`config.mk`:
```
export PLATFORM = sky130hd
export DESIGN_NAME = ula_seq_flat
export DESIGN_NICKNAME = d
export VERILOG_FILES = /design/src/rtl/ula_seq_if.sv /design/src/rtl/ula_seq.sv /design/src/flat_wrapper.sv
export SDC_FILE = /design/constraint.sdc
export NUM_CORES = 1
export LEC_CHECK = 0
export BUFFER_PORTS_ARGS = -buffer_cell sky130_fd_sc_hd__clkbuf_2
export CAP_MARGIN = 20
export CORE_MARGIN = 2
export CORE_UTILIZATION = 51
export DETAILED_ROUTE_END_ITERATION = 8
export GPL_ROUTABILITY_DRIVEN = 1
export PLACE_DENSITY = 0.75
export SYNTH_ARGS = -nofsm -noshare
export SYNTH_HDL_FRONTEND = slang
export SYNTH_SLANG_ARGS = --single-unit
```
`constraint.sdc`:
```
create_clock -name clk -period 5.5 [get_ports clk]
set_input_delay 1.1 -clock clk [delete_from_list [all_inputs] [get_ports clk]]
set_output_delay 1.1 -clock clk [all_outputs]
set_load 0.005 [all_outputs]
```
`src/rtl/ula_seq_if.sv`:
```
// rtl/ula_seq_if.sv - request/result handshake bundle for the sequential ALU
interface ula_seq_if #(
    parameter int WIDTH = 32
);
    logic             in_valid;
    logic             in_ready;
    logic [1:0]       OpALU;
    logic [5:0]       funct;
    logic [WIDTH-1:0] a;
    logic [WIDTH-1:0] b;
    logic             out_valid;
    logic             out_ready;
    logic [WIDTH-1:0] result;
    logic [WIDTH-1:0] result_hi;
    logic             zero;
    logic             err;

    modport master (
        output in_valid, OpALU, funct, a, b, out_ready,
        input  in_ready, out_valid, result, result_hi, zero, err
    );

    modport slave (
        input  in_valid, OpALU, funct, a, b, out_ready,
        output in_ready, out_valid, result, result_hi, zero, err
    );
endinterface

```
`src/rtl/ula_seq.sv`:
```
// rtl/ula_seq.sv - sequential ALU with optional shift-add multiplier (macro ULA_SEQ_MULT_EN)
module ula_seq #(
    parameter int WIDTH = 32,
    parameter int CNT_W = 6
) (
    input  logic      clk,
    input  logic      reset,
    ula_seq_if.slave  bus
);

    typedef enum logic [1:0] {
        S_IDLE = 2'd0,
        S_MUL  = 2'd1,
        S_DONE = 2'd2
    } state_t;

    typedef enum logic [2:0] {
        OP_ADD, OP_SUB, OP_AND, OP_OR, OP_NOR, OP_SLT, OP_MUL, OP_UND
    } op_t;

    // Reject parameter combinations the datapath cannot support.
    if (WIDTH < 8 || WIDTH > 64) begin : g_bad_width
        $error("ula_seq: WIDTH must be within 8..64");
    end
    if ((64'd1 << CNT_W) <= 64'(WIDTH)) begin : g_bad_cnt_w
        $error("ula_seq: CNT_W too narrow to count WIDTH multiply steps");
    end

    state_t           state_q, state_d;
    op_t              op_dec;
    logic             accept;
    logic [WIDTH-1:0] alu_res;
    logic [WIDTH-1:0] result_q;
    logic             zero_q;
    logic             err_q;

`ifdef ULA_SEQ_MULT_EN
    logic [WIDTH-1:0] result_hi_q;
    logic [WIDTH-1:0] mcand_q;
    logic [WIDTH-1:0] mplier_q;
    logic [CNT_W-1:0] cnt_q;
    logic [WIDTH:0]   step_sum;
    logic [WIDTH-1:0] step_hi;
    logic [WIDTH-1:0] step_lo;
    logic             mul_last;
`endif

    // A request is taken only while idle; busy-time requests are dropped.
    assign accept = bus.in_valid && (state_q == S_IDLE);

    // Opcode decode from the live request fields (only used at accept).
    always_comb begin
        op_dec = OP_UND;
        unique case (bus.OpALU)
            2'b00: op_dec = OP_ADD;
            2'b01: op_dec = OP_SUB;
            2'b10: begin
                case (bus.funct)
                    6'b100000: op_dec = OP_ADD;
                    6'b100010: op_dec = OP_SUB;
                    6'b100100: op_dec = OP_AND;
                    6'b100101: op_dec = OP_OR;
                    6'b100111: op_dec = OP_NOR;
                    6'b101010: op_dec = OP_SLT;
`ifdef ULA_SEQ_MULT_EN
                    6'b011000: op_dec = OP_MUL;
`endif
                    default:   op_dec = OP_UND;
                endcase
            end
            default: op_dec = OP_UND;
        endcase
    end

    // Single-cycle ALU result; undefined and multiply yield zero here.
    always_comb begin
        alu_res = '0;
        case (op_dec)
            OP_ADD:  alu_res = bus.a + bus.b;
            OP_SUB:  alu_res = bus.a - bus.b;
            OP_AND:  alu_res = bus.a & bus.b;
            OP_OR:   alu_res = bus.a | bus.b;
            OP_NOR:  alu_res = ~(bus.a | bus.b);
            OP_SLT:  alu_res = {{(WIDTH-1){1'b0}}, ($signed(bus.a) < $signed(bus.b))};
            default: alu_res = '0;
        endcase
    end

`ifdef ULA_SEQ_MULT_EN
    // One shift-add step: conditionally add the multiplicand to the high half,
    // then shift the {carry, hi, lo} product register right by one.
    always_comb begin
        step_sum = {1'b0, result_hi_q} + (result_q[0] ? {1'b0, mcand_q} : '0);
        step_hi  = step_sum[WIDTH:1];
        step_lo  = {step_sum[0], result_q[WIDTH-1:1]};
        mul_last = (cnt_q == CNT_W'(WIDTH));
    end
`endif

    // State register.
    always_ff @(posedge clk) begin
        if (reset) begin
            state_q <= S_IDLE;
        end else begin
            state_q <= state_d;
        end
    end

    // Next-state logic.
    always_comb begin
        state_d = state_q;
        case (state_q)
            S_IDLE: begin
                if (accept) begin
`ifdef ULA_SEQ_MULT_EN
                    state_d = (op_dec == OP_MUL) ? S_MUL : S_DONE;
`else
                    state_d = S_DONE;
`endif
                end
            end
            S_MUL: begin
`ifdef ULA_SEQ_MULT_EN
                if (mul_last) begin
                    state_d = S_DONE;
                end
`else
                state_d = S_IDLE;
`endif
            end
            S_DONE: begin
                if (bus.out_ready) begin
                    state_d = S_IDLE;
                end
            end
            default: state_d = S_IDLE;
        endcase
    end

    // Handshake outputs follow the state directly.
    always_comb begin
        bus.in_ready  = (state_q == S_IDLE);
        bus.out_valid = (state_q == S_DONE);
    end

    // Result datapath: load at accept, iterate during MUL, hold otherwise.
    always_ff @(posedge clk) begin
        if (reset) begin
            result_q    <= '0;
            zero_q      <= 1'b0;
            err_q       <= 1'b0;
`ifdef ULA_SEQ_MULT_EN
            result_hi_q <= '0;
            mcand_q     <= '0;
            mplier_q    <= '0;
            cnt_q       <= '0;
`endif
        end else if (accept) begin
`ifdef ULA_SEQ_MULT_EN
            if (op_dec == OP_MUL) begin
                mcand_q  <= bus.a;
                mplier_q <= bus.b;
                cnt_q    <= '0;
            end else
`endif
            begin
                result_q <= alu_res;
                zero_q   <= (alu_res == '0);
                err_q    <= (op_dec == OP_UND);
`ifdef ULA_SEQ_MULT_EN
                result_hi_q <= '0;
`endif
            end
        end
`ifdef ULA_SEQ_MULT_EN
        else if (state_q == S_MUL) begin
            cnt_q <= cnt_q + CNT_W'(1);
            if (cnt_q == '0) begin
                // First MUL cycle seeds the product register from the captured operands.
                result_hi_q <= '0;
                result_q    <= mplier_q;
            end else begin
                result_hi_q <= step_hi;
                result_q    <= step_lo;
                if (mul_last) begin
                    zero_q <= (step_lo == '0);
                    err_q  <= 1'b0;
                end
            end
        end
`endif
    end

    assign bus.result = result_q;
    assign bus.zero   = zero_q;
    assign bus.err    = err_q;
`ifdef ULA_SEQ_MULT_EN
    assign bus.result_hi = result_hi_q;
`else
    assign bus.result_hi = '0;
`endif

endmodule

```
`src/flat_wrapper.sv`:
```
// flat-port wrapper written by rule: the top's interface ports become plain ports
module ula_seq_flat 
#(
    parameter int WIDTH = 32,
    parameter int CNT_W = 6
)
  (clk, reset, bus_in_valid, bus_OpALU, bus_funct, bus_a, bus_b, bus_out_ready, bus_in_ready, bus_out_valid, bus_result, bus_result_hi, bus_zero, bus_err);
  ula_seq_if #(.WIDTH(WIDTH)) bus_i ();
  input  logic clk;
  input  logic reset;
  input wire logic [$bits(bus_i.in_valid)-1:0] bus_in_valid;
  input wire logic [$bits(bus_i.OpALU)-1:0] bus_OpALU;
  input wire logic [$bits(bus_i.funct)-1:0] bus_funct;
  input wire logic [$bits(bus_i.a)-1:0] bus_a;
  input wire logic [$bits(bus_i.b)-1:0] bus_b;
  input wire logic [$bits(bus_i.out_ready)-1:0] bus_out_ready;
  output wire logic [$bits(bus_i.in_ready)-1:0] bus_in_ready;
  output wire logic [$bits(bus_i.out_valid)-1:0] bus_out_valid;
  output wire logic [$bits(bus_i.result)-1:0] bus_result;
  output wire logic [$bits(bus_i.result_hi)-1:0] bus_result_hi;
  output wire logic [$bits(bus_i.zero)-1:0] bus_zero;
  output wire logic [$bits(bus_i.err)-1:0] bus_err;
  assign bus_i.in_valid = bus_in_valid;
  assign bus_i.OpALU = bus_OpALU;
  assign bus_i.funct = bus_funct;
  assign bus_i.a = bus_a;
  assign bus_i.b = bus_b;
  assign bus_i.out_ready = bus_out_ready;
  assign bus_in_ready = bus_i.in_ready;
  assign bus_out_valid = bus_i.out_valid;
  assign bus_result = bus_i.result;
  assign bus_result_hi = bus_i.result_hi;
  assign bus_zero = bus_i.zero;
  assign bus_err = bus_i.err;
  ula_seq #(.WIDTH(WIDTH), .CNT_W(CNT_W)) u_core (.clk(clk), .reset(reset), .bus(bus_i));
endmodule
```
Word level (Yosys, flattened, before mapping)
Cells that the tools add are included.
{ "word_totals": {"ff_bits": 36, "word_cells": 39} }
{ "classes": {"add_sub_neg": 2, "order_cmp": 1, "n_eq_ne": 17, "muxes": 6, "bitwise": 3, "reduce_logical": 6} }
{ "ops": {"columns": ["op", "count"], "rows": [
  ["32-bit case mux with 6 select lines", 1],
  ["6-bit equality test, second input constant", 6],
  ["32-bit adder", 1],
  ["32-bit bitwise AND", 1],
  ["32-bit zero test", 1],
  ["32-bit less-than comparator", 1],
  ["32-bit NOT", 1],
  ["32-bit OR", 1],
  ["32-bit subtractor", 1],
  ["3-bit case mux with 6 select lines", 1],
  ["3-bit equality test, second input constant", 3],
  ["3-bit case mux with 3 select lines", 1],
  ["3-bit by 2-bit equality test with 1-bit output, second input constant", 2],
  ["2-bit equality test, second input constant", 2],
  ["2-bit zero test", 2],
  ["2-bit two-way mux", 2],
  ["2-bit case mux with 2 select lines", 1],
  ["3-bit by 1-bit equality test with 1-bit output, second input constant", 1],
  ["3-bit zero test", 1],
  ["2-bit by 1-bit equality test with 1-bit output, second input constant", 1],
  ["2-bit by 1-bit inequality test with 1-bit output, second input constant", 1],
  ["2-bit inequality test, second input constant", 1],
  ["2-bit AND reduction", 1],
  ["1-bit logical AND", 1]
]} }

Logic depth before layout (Yosys ltp)
Gate-level depths: netlist of run 1.
{ "logic_depth": {"ltp_word": 6, "ltp_mapped": 16} }

Worst setup path before layout of run 1
No wires, ideal clock.
{ "synth_timing": {"kind": "in2reg", "startpoint": "input port bus_a[0]", "endpoint": "register u_core.zero_q (netlist: u_core.bus.zero)", "arrival_time_ps": 4169, "path_slack_ps": 1271, "path_stages": 14, "cell_sequence": "inv_1 ha_1 fa_1 nor2_1 o311ai_2 a211oi_1 nor2_1 a32o_1 or3_4 nor4_2 nand4_1 or4_1 nor4_1 a41o_1"} }
{ "synth_between": {"elab_chain_len": 4, "elab_cells_between_ends": 8} }
{ "synth_rtl": {"columns": ["item", "line_no", "text"], "rows": [
  ["start: declaration", "flat_wrapper.sv:14", "input wire logic [$bits(bus_i.a)-1:0] bus_a;"],
  ["parallel branches: the longest is 2 deep, another holds 32-bit subtractor", null, null],
  ["32-bit case mux with 6 select lines (*)", "ula_seq.sv:78", "case (op_dec)"],
  ["32-bit zero test (*)", "ula_seq.sv:168", "zero_q <= (alu_res == '0);"],
  ["end signal: assignment", "ula_seq.sv:168", null],
  ["end: declaration", "ula_seq.sv:34", "logic zero_q;"]
]} }
Mark *: on every way between the ends.
A chain may end at the register's enable or synchronous reset.

Worst setup path after layout of run 1
{ "layout_timing": {"startpoint": "input port bus_b[10]", "endpoint": "register u_core.zero_q (netlist: u_core.bus.zero)"} }
{ "layout_between": {"elab_chain_len": 4, "elab_cells_between_ends": 8} }
{ "layout_rtl": {"columns": ["item", "line_no", "text"], "rows": [
  ["start: declaration", "flat_wrapper.sv:15", "input wire logic [$bits(bus_i.b)-1:0] bus_b;"],
  ["parallel branches: the longest is 2 deep, another holds 32-bit subtractor", null, null],
  ["32-bit case mux with 6 select lines (*)", "ula_seq.sv:78", null],
  ["32-bit zero test (*)", "ula_seq.sv:168", null]
]} }
Marks and branches as above.

==> metrics.log, run 1 <==
INFO  metric max-vdd-ir-drop = 0.1415 mV
INFO  metric ys_types = 86
INFO  metric critical_path.endpoint = u_core.bus.zero
INFO  metric worst-path-max-fanout = 11
INFO  metric cap_viol_max_count = 0
INFO  metric crit_arrival = 4890 ps
INFO  metric post-route-min-period = 4668 ps
INFO  metric postCtsResizedCells = 0
INFO  metric totalNegativeSetupSlack = 0 ps
INFO  metric status = completed
INFO  metric achievable-frequency = 214.2 MHz
INFO  metric cts_inserted_buffers = 5
INFO  metric grt_first_pass_wirelength = 35.75 mm
INFO  metric period_utilization_post_route = 0.8488
INFO  metric design.die.area = 14620 sq um
INFO  metric areal_power_density_over_the_cells = 170.0 nW/um^2
INFO  metric global_route.usage.total = 0.2996
INFO  metric cts_post_setup_buffers_inserted = 0
INFO  metric crit-reg2reg-capture = u_core.bus.zero
INFO  metric critical_path.cell_chain = clkbuf_2, inv_1, ha_1, nor2b_1, a2111oi_0, o311ai_1, nand2b_1, a311oi_2, o221ai_1, a221oi_1, nand3_1, or4_1, nor4_1, a41o_1
INFO  metric yosysWarningCount = 0
INFO  metric worst_pin_slew = 999.2 ps
INFO  metric detailedPlacementHpwl = 17.49 mm
INFO  metric initial_utilization = 0.5245
INFO  metric final.setup_skew = 3.735 ps
INFO  metric clkSinkCount = 35
INFO  metric flow.area_growth_from_synthesis = 9.349%
INFO  metric reg2reg_setup_slack = 3200 ps
INFO  metric route.detailed.wl_per_inst = 17.91 um
INFO  metric critPathRequiredTime = 5720 ps
INFO  metric reg2reg_from = u_core.state_q[1]
INFO  metric postSynth.topFlopCell = dfxtp_1
INFO  metric die_width = 120.9 um
INFO  metric wl = 22.53 mm
INFO  metric p_switching = 0.5622 mW
INFO  metric max_slew_margin = 0.3325
INFO  metric switching_share = 0.4337
INFO  metric top_post_synthesis_cells_by_area = ha_1 17%, dfxtp_1 10%, nor2_1 6.7%, a21oi_1 6.4%, inv_1 5.2%
INFO  metric ios = 144
INFO  metric finalNetCount = 1256
INFO  metric critical-path-max-stage-delay = 540 ps
INFO  metric route.detailed.drc = 0
INFO  metric synth_area_per_cell = 6.877 sq um
INFO  metric vias = 7951
INFO  metric sequentialPowerShare = 0.226
INFO  metric cts.reportedPaths.clkPinSlew = 50 ps
INFO  metric filler_cell_count = 1330
INFO  metric grt_antenna_before_repair = 0
INFO  metric worst_hold_path_type = register to register
INFO  metric maximum_number_of_pins_on_one_net_before_global_route_repair = 49
INFO  metric setup.worst_path.start = bus_b[10]
INFO  metric synth_largest_type_area_fraction = 0.1741
INFO  metric clockRootBuffer = clkbuf_16
INFO  metric timing_worst_setup_path_type = primary input to register
INFO  metric ctsHoldBuffers = 0
INFO  metric post-place-ws = 640.4 ps
INFO  metric die_boundary_height = 120.9 um
INFO  metric postSynthCellCount = 1014
INFO  metric post_synth_edffs = 0
INFO  metric cts_tree = done
INFO  metric detailedRoute.firstIterationViolations = 1064
INFO  metric timing_hold_violations_final = 0
INFO  metric pwr-share-clk = 0.229
INFO  metric placement_rows = 42
INFO  metric yosysTopAreaCell = ha_1
INFO  metric first_global_vias = 6976
INFO  metric cp_slowest_cell = a2111oi_0
INFO  metric drv_slew = 0
INFO  metric overflow = 0
INFO  metric drt.antenna.violating_nets = 0
INFO  metric yosys-top-cells-count = 125 x nor2_1, 97 x ha_1, 97 x inv_1, 89 x a21oi_1, 68 x nand2_1
INFO  metric timing.critical_path.from_type = primary input
INFO  metric routed_via_density = 6.320
INFO  metric core = 13300 sq um
INFO  metric cell_area_after_technology_mapping = 6973 sq um
INFO  metric layout_cell_share_with_drive_strength_beyond_1 = 0.1534
INFO  metric drtPass1Iterations = 6
INFO  metric synth-seq-cells = 35
INFO  metric critPathCaptureType = register
INFO  metric final_weighted_congestion_in_routability_driven_placement = 1.036
INFO  metric grt_setup_unrepaired = false
INFO  metric synthArstFlopShare = 0
INFO  metric internal_power = 0.7340 mW
INFO  metric rr_worst_depth = 8
INFO  metric register_area = 700.7 sq um
INFO  metric synth_sequential_area_ratio = 0.1005
INFO  metric power.combinational.fraction = 0.545
INFO  metric port_buffers = 111
INFO  metric diodes = 0
INFO  metric cts_max_level = 2
INFO  metric ctsLongestPathBuffers = 2
INFO  metric power.static_leakage = 3.533 nW
INFO  metric post-route-worst-setup-slack = 831.9 ps
INFO  metric worst_skew_pair.late_latency = 280 ps
INFO  metric setup-violations-final = 0
INFO  metric yosysMostFrequentCell = nor2_1
INFO  metric multi_input_comb_area = 5529 sq um
cell families (layout without fill, tap and decap cells):
family	after synthesis	after routing	share of synthesized area
mux	9	9	0.01364
buf+inv	191	228	0.1281
simple gates	322	322	0.2178
other cells	1	32	0.0005378
compound gates	349	349	0.3495
xor+xnor	8	8	0.01005
fa+ha+maj	99	99	0.1798
flops	35	35	0.1005
layout by cell type, fill, tap and decap left out, drive strengths merged, types with 32 or more instances in the layout:
master  netlist  layout
dfxtp        35      35
clkbuf       32     119
nand2        68      68
o21ai        58      58
a21oi        90      90
ha           97      97
nor2        126     126
inv          98      98
conb          1      32
nor3         35      35
layer usage:
metal,routed length [um],track usage,vias to the layer above,share of wire
met4,527,0.08212,0,0.023
met2,9643,0.4645,529,0.43
met1,9823,0.4337,3604,0.44
met5,0,0,-,0
met3,2531,0.03853,56,0.11
li1,-,-,3762,-
worst max-delay path, delay by kind of cell:
kind	cells	cell delay, ps
adders and majority gates	1	460
and+or+nand+nor	5	1340
buffers and inverters	2	140
AOI/OAI and AO/OA	6	1860
worst min path at each step:
stage	depth (start not counted)	end	start	slack, ps
6_report	2	u_core.bus.err	u_core.bus.err	460
3_3_place_gp	2	u_core.bus.result[2]	u_core.bus.result[2]	450
5_1_grt	2	u_core.bus.err	u_core.bus.err	480
3_5_place_dp	2	u_core.bus.err	u_core.bus.err	450
4_1_cts	2	u_core.bus.err	u_core.bus.err	460
2_1_floorplan	2	u_core.bus.err	u_core.bus.err	450
final cells by class:
cell class,count,area share
Clock buffer,8,0.02051
Multi-Input combinational cell,819,0.7251
Tap cell,176,0.02888
Sequential cell,35,0.09189
Inverter,98,0.04824
Timing Repair Buffer,122,0.08533
per-stage QoR:
stage	instances	cell area, sq um	power [mW]	hold WS [ps]	utilization
global placement	1250	7468	0.9745	445.3	0.5617
floorplan	1045	7089	0.7982	448.3	-
CTS	1258	7625	1.274	460.0	0.5735
detailed placement	1250	7468	0.9799	454.4	0.5617
finish	1258	7625	1.296	461.7	0.5735
global route	1258	7625	1.377	483.7	0.5735
flip-flops by register name, indices dropped and copies added (netlist names):
signal	cells
u_core.bus.result	32
u_core.state_q	1
u_core.bus.zero	1
u_core.bus.err	1
power groups by stage:
stage                     clock network, mW  registers [mW]  logic (mW)
after floorplan                           0           0.295       0.504
after global placement                    0           0.297       0.677
after detailed placement                  0           0.297       0.682
after CTS                             0.295           0.292       0.686
after global routing                  0.308           0.295       0.774
final                                 0.296           0.293       0.707
Power figures use the tool's default switching activity.
==> run 2, diff against run 1 <==
--- a/config.mk
+++ b/config.mk
@@ -5,13 +5,14 @@
 export SDC_FILE = /design/constraint.sdc
 export NUM_CORES = 1
 export LEC_CHECK = 0
+export ABC_AREA = 1
 export BUFFER_PORTS_ARGS = -buffer_cell sky130_fd_sc_hd__clkbuf_2
 export CAP_MARGIN = 20
 export CORE_MARGIN = 2
 export CORE_UTILIZATION = 51
 export DETAILED_ROUTE_END_ITERATION = 8
 export GPL_ROUTABILITY_DRIVEN = 1
-export PLACE_DENSITY = 0.75
+export PLACE_DENSITY = 0.74
 export SYNTH_ARGS = -nofsm -noshare
 export SYNTH_HDL_FRONTEND = slang
 export SYNTH_SLANG_ARGS = --single-unit
==> constraint.sdc (replaced) <==
create_clock -name clk -period 4.7 [get_ports clk]
set_input_delay 0.94 -clock clk [delete_from_list [all_inputs] [get_ports clk]]
set_output_delay 0.94 -clock clk [all_outputs]
set_load 0.005 [all_outputs]
==> run 2 against run 1 <==
Against the previous run:
- largest cell class unchanged
- design area increased by 19%
- power increased by 27%
- non-clock buffer count decreased by 5
- worst hold slack improved by 11 ps
==> metrics.log, run 2 <==
INFO  metric worst-path-max-fanout = 4
INFO  metric crit_arrival = 3810 ps
INFO  metric yosysTopAreaCell = nand2_1
INFO  metric crit-reg2reg-capture = u_core.bus.result[19]
INFO  metric worstPathBufferInverterCount = 3
INFO  metric synth_sequential_area_ratio = 0.08317
INFO  metric detailedPlacementHpwl = 26.37 mm
INFO  metric post-place-ws = 933.0 ps
INFO  metric vias = 9983
INFO  metric die_boundary_height = 132.5 um
INFO  metric synthArstFlopShare = 0
INFO  metric drv_slew = 0
INFO  metric die_width = 132.5 um
INFO  metric route.detailed.wl_per_inst = 16.71 um
INFO  metric design.die.area = 17560 sq um
INFO  metric design_area = 9075 sq um
INFO  metric timing.critical_path.max_delay_family = simple AND/OR/NAND/NOR gates
INFO  metric post_synth_fa_ha_maj_area_fraction = 0.1488
INFO  metric cts_tree = done
INFO  metric synth_top_family_by_area = simple AND/OR/NAND/NOR gates
INFO  metric min_from = u_core.bus.err
INFO  metric ys_types = 42
INFO  metric final_weighted_congestion_in_routability_driven_placement = 1.011
INFO  metric power.static_leakage = 5.627 nW
INFO  metric grt_antenna_before_repair = 0
INFO  metric rr_worst_depth = 7
INFO  metric status = completed
INFO  metric min_delay_worst_endpoint = u_core.bus.err
INFO  metric synth-xor-area-share = 0.02911
INFO  metric compound_gate_fraction_of_synth_area = 0.08733
INFO  metric yosysMostFrequentCell = nand2_1
INFO  metric cell_area_after_technology_mapping = 8424 sq um
INFO  metric crit_path_frequent_cell = nand2_1
INFO  metric flip_flop_count_of_the_largest_register_all_copies_and_words_added = 32
INFO  metric yosys-top-cells-count = 477 x nand2_1, 302 x inv_1, 192 x nor2_1, 140 x nand3_1, 97 x ha_1
INFO  metric first_global_vias = 8900
INFO  metric power.combinational.fraction = 0.596
INFO  metric cts_max_level = 2
INFO  metric achievable-frequency = 278.3 MHz
INFO  metric most-common-layout-cells = 477 x nand2_1, 302 x inv_1, 192 x nor2_1, 140 x nand3_1, 111 x clkbuf_2
INFO  metric ctsLongestPathBuffers = 2
INFO  metric max-vdd-ir-drop = 0.2083 mV
INFO  metric finalNonFillerCells = 1869
INFO  metric finalNetCount = 1828
INFO  metric post-route-min-period = 3594 ps
INFO  metric areal_power_density_over_the_cells = 180.8 nW/um^2
INFO  metric ios = 144
INFO  metric yosys-mux-area-fraction = 0
INFO  metric initial_utilization = 0.5265
INFO  metric timing_hold_violations_final = 0
INFO  metric critPathCaptureType = register
INFO  metric max_slew_margin = 0.4388
INFO  metric worst_pin_slew = 840.9 ps
INFO  metric port_buffers = 111
INFO  metric global_route.usage.total = 0.3472
INFO  metric reg2reg_setup_slack = 2970 ps
INFO  metric pwr-share-clk = 0.200
INFO  metric layout.cells.most_common = nand2_1
INFO  metric synth_largest_type_area_fraction = 0.2125
INFO  metric diodes = 0
INFO  metric placement_rows = 46
INFO  metric yosysWarningCount = 0
INFO  metric cts_inserted_buffers = 5
INFO  metric critical-path-max-stage-delay = 410 ps
INFO  metric fin_util = 0.5672
INFO  metric cts.reportedPaths.clkPinSlew = 50 ps
INFO  metric final.hold.worst_slack = 472.7 ps
INFO  metric synth_area_per_cell = 5.335 sq um
INFO  metric post_synth_edffs = 0
INFO  metric final.setup_skew = 2.779 ps
INFO  metric setup-violations-final = 0
INFO  metric wl = 31.23 mm
INFO  metric cap_viol_max_count = 0
INFO  metric overflow = 0
INFO  metric clockRootBuffer = clkbuf_16
INFO  metric detailedRoute.firstIterationViolations = 1012
INFO  metric flow.area_growth_from_synthesis = 7.723%
INFO  metric maximum_number_of_pins_on_one_net_before_global_route_repair = 56
INFO  metric p_switching = 0.8129 mW
INFO  metric ctsHoldBuffers = 0
INFO  metric internal_power = 0.8274 mW
INFO  metric placed_area = 8931 sq um
INFO  metric critPathRequiredTime = 4920 ps
INFO  metric layout_cell_share_with_drive_strength_beyond_1 = 0.09256
INFO  metric placed_cells = 1862
INFO  metric route.detailed.drc = 0
INFO  metric drtPass1Iterations = 8
INFO  metric timing_worst_setup_path_type = primary input to register
INFO  metric grt_first_pass_wirelength = 47.96 mm
INFO  metric postCtsResizedCells = 0
INFO  metric routed_via_density = 5.341
INFO  metric switching_share = 0.4956
INFO  metric worst_skew_pair.late_latency = 280 ps
INFO  metric whs_path_depth = 2
INFO  metric synth-seq-cells = 35
INFO  metric timing.critical_path.from_type = primary input
INFO  metric p_total = 1.640 mW
INFO  metric postSynth.topFlopCell = dfxtp_1
INFO  metric synth_simple_gate_area_frac = 0.4569
INFO  metric postSynthCellCount = 1579
INFO  metric drt.antenna.violating_nets = 0
INFO  metric post-route-worst-setup-slack = 1106 ps
INFO  metric clkSinkCount = 35
INFO  metric cts_post_setup_buffers_inserted = 0
INFO  metric period_utilization_post_route = 0.7646
INFO  metric reg2reg_from = u_core.state_q[1]
INFO  metric grt_setup_unrepaired = false
INFO  metric top_post_synthesis_cells_by_area = nand2_1 21%, ha_1 14%, inv_1 13%, nor2_1 8.6%, dfxtp_1 8.3%
INFO  metric cp_slowest_cell = fa_1
INFO  metric sequentialPowerShare = 0.205
INFO  metric critical_path.cell_chain = clkbuf_2, ha_1, inv_1, fa_1, inv_1, nand3_1, nand3_1, nand3_1, nand2_1, nand2_1, nand2_1, nand2_1, nand2_1, nand2_1, nand3_1, nand3_1, nor2_1, nand3_1, nor2_1, nand2_1, a21oi_2
INFO  metric core = 16000 sq um
INFO  metric worst_hold_path_type = register to register
INFO  metric totalNegativeSetupSlack = 0 ps
-- run 2: power by group through the flow --
stage / Clock (mW) / Sequential, mW / Combinational, mW
2_1_floorplan: 0 / 0.342 / 0.645
3_3_place_gp: 0 / 0.341 / 0.941
3_5_place_dp: 0 / 0.341 / 0.939
4_1_cts: 0.326 / 0.335 / 0.944
5_1_grt: 0.340 / 0.338 / 1.08
6_report: 0.328 / 0.336 / 0.977
-- run 2: cell families (layout without fill, tap and decap cells) --
kind of cell,Yosys count,count (layout)
buf+inv,389,432
fa+ha+maj,99,99
compound gates,129,129
xor+xnor,28,28
other cells,1,32
simple gates,898,898
flops,35,35
-- run 2: worst register-to-register path, delay by kind of cell (launching register included) --
| family | cells | cell delay, ps |
|---|---|---|
| flip-flops | 1 | 310 |
| buffers and inverters | 4 | 790 |
| AND/OR/NAND/NOR | 2 | 420 |
| AO/OA/AOI/OAI | 1 | 100 |
-- run 2: worst max path at each step --
stage                    from              end  cells after the start
floorplan            bus_a[0]  u_core.bus.zero                     22
global placement    bus_b[23]  u_core.bus.zero                     16
detailed placement  bus_b[23]  u_core.bus.zero                     16
CTS                 bus_b[23]  u_core.bus.zero                     16
global route        bus_b[22]  u_core.bus.zero                     18
finish               bus_b[0]  u_core.bus.zero                     21
-- run 2: cell type report --
cell class | instances | area, sq um
Tap cell | 216 | 270.3
Clock inverter | 1 | 5.005
Fill cell | 1753 | 6925
Timing Repair Buffer | 117 | 600.6
Sequential cell | 35 | 700.7
Multi-Input combinational cell | 1186 | 6203
Clock buffer | 6 | 138.9
Inverter | 308 | 1156
-- run 2: per-layer routing --
layer,track usage,routed length (um),share of wire,up-vias
li1,-,-,-,4947
met1,0.4986,13970,0.45,4450
met2,0.5190,12720,0.41,533
met3,0.07701,3720,0.12,53
met4,0.09618,818,0.026,0
met5,0,0,0,-
==> run 3, diff against run 2 <==
--- a/config.mk
+++ b/config.mk
@@ -12,7 +12,7 @@
 export CORE_UTILIZATION = 51
 export DETAILED_ROUTE_END_ITERATION = 8
 export GPL_ROUTABILITY_DRIVEN = 1
-export PLACE_DENSITY = 0.74
+export PLACE_DENSITY = 0.76
 export SYNTH_ARGS = -nofsm -noshare
 export SYNTH_HDL_FRONTEND = slang
 export SYNTH_SLANG_ARGS = --single-unit
==> constraint.sdc (replaced) <==
create_clock -name clk -period 3 [get_ports clk]
set_input_delay 0.6 -clock clk [delete_from_list [all_inputs] [get_ports clk]]
set_output_delay 0.6 -clock clk [all_outputs]
set_load 0.005 [all_outputs]
==> run 3 against run 2 <==
Against the previous run:
- die area stayed put
- worst hold slack better by 22 ps
- register-to-register slack worse by 1700 ps
- clock-buffer cell count is the same
==> metrics.log, run 3 (synthesis results as in run 2) <==
INFO  metric post-place-ws = -297.3 ps
INFO  metric timing.critical_path.from_type = primary input
INFO  metric port_buffers = 111
INFO  metric final_weighted_congestion_in_routability_driven_placement = 1.023
INFO  metric placed_cells = 2116
INFO  metric grt_setup_unrepaired = true
INFO  metric critical_path.cell_chain = clkbuf_2, inv_1, buf_4, ha_1, inv_1, o21ai_0, nand2_1, nand2_1, a21oi_1, nand2_2, nand2_1, nand2_1, nand2_1, nand3_1, nand4_1, nor2_2, nand2_1, nor2_2, nand2_1, a21oi_2
INFO  metric critPathCaptureType = register
INFO  metric final.hold.worst_slack = 494.2 ps
INFO  metric worst_skew_pair.late_latency = 280 ps
INFO  metric max_slew_margin = 0.4753
INFO  metric most-common-layout-cells = 462 x nand2_1, 300 x inv_1, 255 x buf_4, 167 x nor2_1, 133 x nand3_1
INFO  metric vias = 11051
INFO  metric cap_viol_max_count = 0
INFO  metric core = 16000 sq um
INFO  metric grt_antenna_before_repair = 1
INFO  metric clockRootBuffer = clkbuf_16
INFO  metric global_route.usage.total = 0.3707
INFO  metric register_area = 700.7 sq um
INFO  metric die_boundary_height = 132.5 um
INFO  metric detailedPlacementHpwl = 28.17 mm
INFO  metric crit_arrival = 3210 ps
INFO  metric flow.area_growth_from_synthesis = 35.14%
INFO  metric max-vdd-ir-drop = 0.3766 mV
INFO  metric grt_first_pass_wirelength = 51.72 mm
INFO  metric drt.antenna.violating_nets = 0
INFO  metric worst-path-max-fanout = 2
INFO  metric worst_hold_path_type = register to register
INFO  metric power.static_leakage = 6.894 nW
INFO  metric ctsLongestPathBuffers = 2
INFO  metric clkSinkCount = 35
INFO  metric filler_cell_count = 1491
INFO  metric areal_power_density_over_the_cells = 268.2 nW/um^2
INFO  metric achievable-frequency = 333.4 MHz
INFO  metric ios = 144
INFO  metric layout_cell_share_with_drive_strength_beyond_1 = 0.2541
INFO  metric timing_worst_setup_path_type = primary input to register
INFO  metric route.detailed.drc = 0
INFO  metric cts_tree = done
INFO  metric cts.reportedPaths.clkPinSlew = 50 ps
INFO  metric critPathRequiredTime = 3220 ps
INFO  metric route.detailed.wl_per_inst = 15.80 um
INFO  metric final.setup_skew = 2.660 ps
INFO  metric setup-violations-final = 0
INFO  metric routed_via_density = 5.200
INFO  metric status = completed
INFO  metric p_total = 3.053 mW
INFO  metric crit_path_frequent_cell = nand2_1
INFO  metric cts_max_level = 2
INFO  metric die_width = 132.5 um
INFO  metric layout.cells.most_common = nand2_1
INFO  metric diodes = 0
INFO  metric flip_flop_count_of_the_largest_register_all_copies_and_words_added = 32
INFO  metric drtPass1Iterations = 7
INFO  metric worst_pin_slew = 786.2 ps
INFO  metric wl = 33.58 mm
INFO  metric placement_rows = 46
INFO  metric cp_slowest_cell = o21ai_0
INFO  metric overflow = 0
INFO  metric post-route-worst-setup-slack = 0.8447 ps
INFO  metric multi_input_comb_area = 6513 sq um
INFO  metric critical-path-max-stage-delay = 460 ps
INFO  metric design.die.area = 17560 sq um
INFO  metric timing_hold_violations_final = 0
INFO  metric maximum_number_of_pins_on_one_net_before_global_route_repair = 52
INFO  metric detailedRoute.firstIterationViolations = 1036
INFO  metric fin_util = 0.7115
INFO  metric finalNetCount = 2084
INFO  metric finalNonFillerCells = 2125
INFO  metric first_global_vias = 9989
INFO  metric post-route-min-period = 2999 ps
INFO  metric period_utilization_post_route = 0.9997
INFO  metric drv_slew = 0
INFO  metric initial_utilization = 0.5265
INFO  metric cts_inserted_buffers = 5
==> run 3: timing repair <==
action	CTS	global route
gates resized for setup	1	88
endpoints found under the setup margin	1	7
pin swaps	0	13
hold buffers	0	0
setup buffers	0	2
==> run 3: per-stage QoR <==
step	setup TNS (ps)	cell area (sq um)
after floorplan	0	8541
after global placement	-519.4	10910
after detailed placement	-810.4	10910
after CTS	0	11060
after global routing	-77.23	11380
final	0	11380
==> run 3: layer usage <==
metal,global-route usage,share of wire
met1,0.5207,0.43
met2,0.5881,0.43
met3,0.04253,0.10
met4,0.1243,0.033
met5,0,0.00042
==> run 3: final timing paths <==
check                           slack, ps              start  cells after the start              end
worst max-delay path                  0.8          bus_b[10]                     20  u_core.bus.zero
worst min-delay path                  490     u_core.bus.err                      2   u_core.bus.err
worst max register to register       1310  u_core.state_q[1]                     11  u_core.bus.zero
worst min register to register        490     u_core.bus.err                      2   u_core.bus.err
==> run 3: worst max-delay path: cells and delay by family <==
family                     cells  cell delay (ps)
AOI/OAI and AO/OA              3              660
adders and majority gates      1              150
buffers and inverters          4              360
and+or+nand+nor               12             1430
==> run 3: cell type report <==
| class | count | area share |
|---|---|---|
| multi-input combinational | 1186 | 0.5720 |
| timing repair buffer | 373 | 0.2285 |
| inverter | 308 | 0.1015 |
| sequential | 35 | 0.06155 |
| tap | 216 | 0.02374 |
| clock buffer | 6 | 0.01220 |
| clock inverter | 1 | 0.0004396 |
==> run 3: report_power, final <==
group	internal, mW	switching (mW)	leakage (nW)
clock network	0.323	0.184	0.0727
registers	0.505	0.0220	0.289
logic	0.843	1.18	6.53
